<file path="src/rtl/serial_addsub.sv">
// Bit-serial N-bit adder/subtractor: one bit pair per clock, LSB first, through one full-adder cell.
// Optional signed-overflow output is enabled by defining SERIAL_ADDSUB_OVF_EN.
module serial_addsub #(
    parameter int N = 8
) (
    input  logic         clk,
    input  logic         rst,
    input  logic         start,
    input  logic         a_ns,
    input  logic [N-1:0] a,
    input  logic [N-1:0] b,
    output logic         busy,
    output logic         done,
    output logic [N-1:0] result,
    output logic         cout
`ifdef SERIAL_ADDSUB_OVF_EN
    ,
    output logic         ovf
`endif
);

    localparam int CW = $clog2(N + 1);
    localparam logic [CW-1:0] LAST = CW'(N - 1);

    typedef enum logic [1:0] {
        IDLE,
        RUN,
        DONE
    } state_t;

    state_t        state;
    logic [N-1:0]  sa;
    logic [N-1:0]  sb;
    logic [N-1:0]  sr;
    logic          c;
    logic [CW-1:0] cnt;

    logic          s;
    logic          c_next;
    logic [N-1:0]  sr_next;

    // The single add/sub cell: subtraction arrives here as a + ~b with carry-in 1.
    assign s       = sa[0] ^ sb[0] ^ c;
    assign c_next  = (sa[0] & sb[0]) | (sa[0] & c) | (sb[0] & c);
    assign sr_next = N'({s, sr} >> 1);

    // NOTE: every register below is assigned with <= so all of them update
    // from the same pre-edge values; blocking assignments here would let the
    // carry and shift registers see each other's new values mid-block.
    always_ff @(posedge clk) begin
        if (rst) begin
            state  <= IDLE;
            busy   <= 1'b0;
            done   <= 1'b0;
            result <= '0;
            cout   <= 1'b0;
            sa     <= '0;
            sb     <= '0;
            sr     <= '0;
            c      <= 1'b0;
            cnt    <= '0;
`ifdef SERIAL_ADDSUB_OVF_EN
            ovf    <= 1'b0;
`endif
        end else begin
            case (state)
                IDLE, DONE: begin
                    done <= 1'b0;
                    if (start) begin
                        sa    <= a;
                        sb    <= a_ns ? b : ~b;
                        c     <= ~a_ns;
                        sr    <= '0;
                        cnt   <= '0;
                        busy  <= 1'b1;
                        state <= RUN;
                    end else begin
                        state <= IDLE;
                    end
                end
                RUN: begin
                    sa  <= sa >> 1;
                    sb  <= sb >> 1;
                    c   <= c_next;
                    sr  <= sr_next;
                    cnt <= cnt + CW'(1);
                    // Publish result and flags together so they are never seen half-updated.
                    if (cnt == LAST) begin
                        result <= sr_next;
                        cout   <= c_next;
`ifdef SERIAL_ADDSUB_OVF_EN
                        ovf    <= c ^ c_next;
`endif
                        busy   <= 1'b0;
                        done   <= 1'b1;
                        state  <= DONE;
                    end
                end
                default: state <= IDLE;
            endcase
        end
    end

endmodule

</file>
<file path="config.mk">
export PLATFORM = sky130hd
export DESIGN_NAME = serial_addsub
export DESIGN_NICKNAME = d
export VERILOG_FILES = /design/src/rtl/serial_addsub.sv
export SDC_FILE = /design/constraint.sdc
export NUM_CORES = 1
export LEC_CHECK = 0
export BUFFER_PORTS_ARGS = -buffer_cell sky130_fd_sc_hd__buf_4
export CORE_MARGIN = 2
export CORE_UTILIZATION = 44
export CTS_CLUSTER_DIAMETER = 30
export DETAILED_ROUTE_END_ITERATION = 12
export PLACE_DENSITY = 0.65
export SYNTH_ARGS = -nofsm -noshare
export SYNTH_HDL_FRONTEND = slang
export SYNTH_SLANG_ARGS = --single-unit
</file>
<file path="constraint.sdc">
create_clock -name clk -period 2.25 [get_ports clk]
set_input_delay 0.675 -clock clk [delete_from_list [all_inputs] [get_ports clk]]
set_output_delay 0.675 -clock clk [all_outputs]
set_load 0.02 [all_outputs]
</file>
Word level (Yosys, flattened, before mapping). Index checks and enable logic that the tools add are counted.

Mux-type cells: 19. Bitwise operators: 9. Add/subtract/negate cells: 1. Equality and inequality tests: 5. Reduce and logical (&&, ||, !) cells: 7.

Operators with widths (count): $pmux 8 s2 (3); $mux 8 (4); $not 8->8 (1); $pmux 4 s2 (1); $pmux 1 s2 (3); $reduce_and 2->1 (3); $mux 1 (5); $add 4x1->4 const B (1); $eq 4x3->1 const B (1); $mux 4 (1); $ne 2x2->1 const B (2); $pmux 2 s2 (1); $and 1x1->1 (3); $reduce_and 3->1 (1); $eq 2x1->1 const B (1); $eq 2x2->1 const B (1); $logic_not 2->1 (1); $mux 2 (1); $or 1x1->1 (2); $reduce_bool 2->1 (1); $reduce_or 2->1 (1); $xor 1x1->1 (2); $not 1->1 (1).

Input port bits: 20. Output and inout port bits: 11. Register bits after elaboration: 42.

Logic depth before layout (Yosys ltp).
Depth in word-level cells: 4. Depth in mapped cells: 5. Gate-level depth less buffers: 4.

Worst setup path after synthesis. Ideal clock, no wire load.

Kind: in2reg. Start: in start. End: reg cnt[2]. Setup slack: 793 ps. Data required time: 2171 ps. Arrival time: 1378 ps. Stages: 4. Library setup time: 79 ps. Path through: nor2b_1 -> buf_2 -> mux2_4 -> a211oi_2.

Longest elaborated chain between the ends: 2.

RTL lines: from (decl) (RTL line 8) `input logic start,`; $ne 2x2->1 (no line); $reduce_and 2->1 (no line); to (signal assigned) (RTL line 86) `cnt <= cnt + CW'(1);`; to (decl) (RTL line 36) `logic [CW-1:0] cnt;`.

No other way between the ends. A chain may end at the register's enable or synchronous reset.

Worst setup path in the final report.
Start: reg state[0]. End: reg result[5].

Longest elaborated chain between the ends: 2.

RTL lines: from (decl) (RTL line 31) `state_t state;`; from (signal assigned) (RTL line 52) `state <= IDLE;`; from (signal assigned) (RTL line 76) `state <= RUN;`; from (signal assigned) (RTL line 78) `state <= IDLE;`; $eq 2x1->1 (RTL line 66) `case (state)`; $reduce_and 2->1 (no line); to (signal assigned) (RTL line 89) `result <= sr_next;`; to (decl) (RTL line 14) `output logic [N-1:0] result,`.

No other way between the ends.

==> impl_metrics.toml <==
[run_status]
status = "finished, final reports clean"

[synthesis]
synth_top_cell_by_area = "dfxtp_1"
syn-mean-instance-area_um2 = 8.697
synth_edf_count = 0
syn-cell-area_um2 = 1783
ys_top_cells_by_area = "dfxtp_1, a21oi_1, nand3_1, a22oi_1, o21ai_0"
seq_area_frac_synth_pct = 46.04
yosys_register_bits = 41
yosys_warnings = 0
synth-async-reset-ratio_pct = 0
syn-instance-count = 205
yosys_most_used_dff = "dfxtp_1"
synthTopCellsByCount = "dfxtp_1, a21oi_1, nand3_1"
synth_top_area_share_pct = 46.04
syn-num-nets = 227
yosysUniqueCellTypes = 26
synthMostInstantiatedCell = "dfxtp_1"

[finish]
num_antenna_cells = 0
drive_gt1_share_pct = 21.12
fin_area_um2 = 2132
fin_cells = 282
fin_util_pct = 54.08
nets = 253
syn_to_final_growth_pct = 19.58
fillers = 390

[critical_path]
rrSetupSlack_ps = 780
r2r-end = "result[5]"
crit_fanout = 13
critPathMaxStageDelay_ps = 470
worst_setup_path_start_kind = "register"
crit_chain = "nand2b_1 -> or2_1 -> o21ai_0"
timing.critical_path.buf_inv = 0
critical-path-top-delay-family = "simple AND/OR/NAND/NOR gates"
critPathSlowestCell = "or2_1"
path_depth = 3
crit_start = "state[0]"
reg2reg_depth = 3
crit_end = "result[5]"
arrival_ps = 1690
required_ps = 2480
end_kind = "register"
critPathKind = "register to register"
rr_startpoint = "state[0]"

[placed_design]
hpwl_mm = 2.364
placed_area_um2 = 2031
place_inst = 274
io_buffers = 30
gp_congestion = 0.7273

[grt]
grt_start_max_net_pins = 43
overflow = 0
grt_pass1_wl_mm = 6.182
antenna_found_initial = 0
grt_use_total_pct = 17.77
grt_pass1_vias = 1399

[pwr]
power_density_nw_per_um2 = 699.2
leakagePower_nw = 0.7950
ir_worst_vdd_mv = 0.3703

[cts]
cts_tree = "done"
insertion_delay_ps = 300
cts_buffers = 5
postCtsHoldBufs = 0
cts_resized = 0
post_cts_buffers = 0
cts.sinks = 41
cts-root-buf = "clkbuf_8"
cts_max_level = 2
path_clk_slew_ps = 80
cts_max_path_buffers = 2

[drt]
drt_first_pass_iters = 4
drt-total-wl_mm = 3.617
drtIter0Drc = 137
viasPerCell = 5.259
drc_errors = 0
ant_nets = 0
wl_per_cell_um = 12.83
vias = 1483

[sta]
worst_pin_slew_ps = 510.9
timing.slew.headroom_pct = 65.94
hold_viol = 0
fin_tns_setup_ps = 0
finalSetupViolCount = 0
slew_violations = 0
min_period_ps = 1468
hold_slack_ps = 469.9
fin_skew_ps = 7.274
max_freq_mhz = 681.2
post-route-period-util_pct = 65.25
rsz0062_at_grt = "false"

[floorplan]
initial_core_util_pct = 45.22
die-area_um2 = 4577
die_y_um = 67.66
rows = 23
io_pins = 31
fp.dieW_um = 67.66
core_area_um2 = 3943

[hold_path]
hp-class = "register to register"

[job]
max_cap_violations = 0
==> worst min-delay path by stage <==
stage,from,end,cells after the start
3_5_place_dp,sa[4],sa[4],2
5_1_grt,sr[7],sr[6],2
3_3_place_gp,done,done,2
4_1_cts,sb[5],sb[5],2
2_1_floorplan,sb[7],sb[7],2
6_report,sb[7],sb[7],2
==> placed cells by master, fill, tap and decap left out <==
| cell | n |
|---|---|
| nand2_1 | 11 |
| clkbuf_8 | 7 |
| a2bb2oi_1 | 1 |
| nand3b_1 | 1 |
| nor2b_1 | 11 |
| or2_1 | 1 |
| o21ai_0 | 18 |
| mux2_1 | 1 |
| nor3b_1 | 1 |
| ha_1 | 1 |
| a21oi_1 | 30 |
| o21ai_1 | 1 |
| dfxtp_1 | 41 |
| xnor2_1 | 8 |
| nand3_1 | 26 |
| mux2_4 | 1 |
| a22oi_1 | 14 |
| fa_1 | 1 |
| nand4_1 | 1 |
| a211oi_2 | 1 |
| nor2_1 | 3 |
| clkinv_2 | 1 |
| nand2b_1 | 12 |
| buf_4 | 39 |
==> cells by family (layout without fill, tap and decap cells) <==
kind of cell             Yosys count  in the layout  synth area share [%]
flip-flops                        41             41                 46.04
multiplexers                       2              2                 1.473
XOR/XNOR                           8              8                 3.930
AND/OR/NAND/NOR                   67             67                 19.86
AO/OA/AOI/OAI                     65             65                 20.84
buffers and inverters             20             47                 6.035
adder cells (fa/ha/maj)            2              2                 1.824
==> report_power, final <==
group	internal [mW]	leakage [nW]	switching, mW
registers	0.755	0.334	0.0181
logic	0.0835	0.407	0.101
clock network	0.277	0.0542	0.257
total	1.12	0.795	0.375
==> flip-flops by register name, summed over array words and instances (netlist names) <==
signal  count
busy        1
c           1
cnt         4
cout        1
done        1
result      8
sa          8
sb          8
sr          7
state       2
==> layout make-up <==
cell class                      instances  area (um^2)  area share [%]
Tap cell                               50        62.56           2.934
Sequential cell                        41        820.8           38.50
Clock inverter                          1        5.005          0.2347
Timing Repair Buffer                   39        292.8           13.73
Clock buffer                            7        96.34           4.519
Multi-Input combinational cell        144        854.6           40.08
==> through the flow <==
step                      setup WS [ps]  power, mW
after global placement            602.9     0.9725
after global routing              619.7      1.557
after floorplan                   792.5     0.9161
final                             781.9      1.491
after CTS                         736.8      1.499
after detailed placement          578.9     0.9749
==> tightest hold or removal path, delay by kind of cell, from the launching register on <==
kind	cells	cell delay, ps
simple gates	1	60
flops	1	310
compound gates	1	50
==> per-layer routing <==
metal | wire, um | share of wire, % | GRT usage (%) | vias up
li1 | - | - | - | 768
met1 | 1718 | 47 | 21.22 | 682
met2 | 1693 | 47 | 30.27 | 28
met3 | 163 | 4.5 | 5.667 | 5
met4 | 42 | 1.2 | 5.357 | 0
met5 | 0 | 0 | 0 | -
No activity file was read; power rests on OpenSTA's default activity.
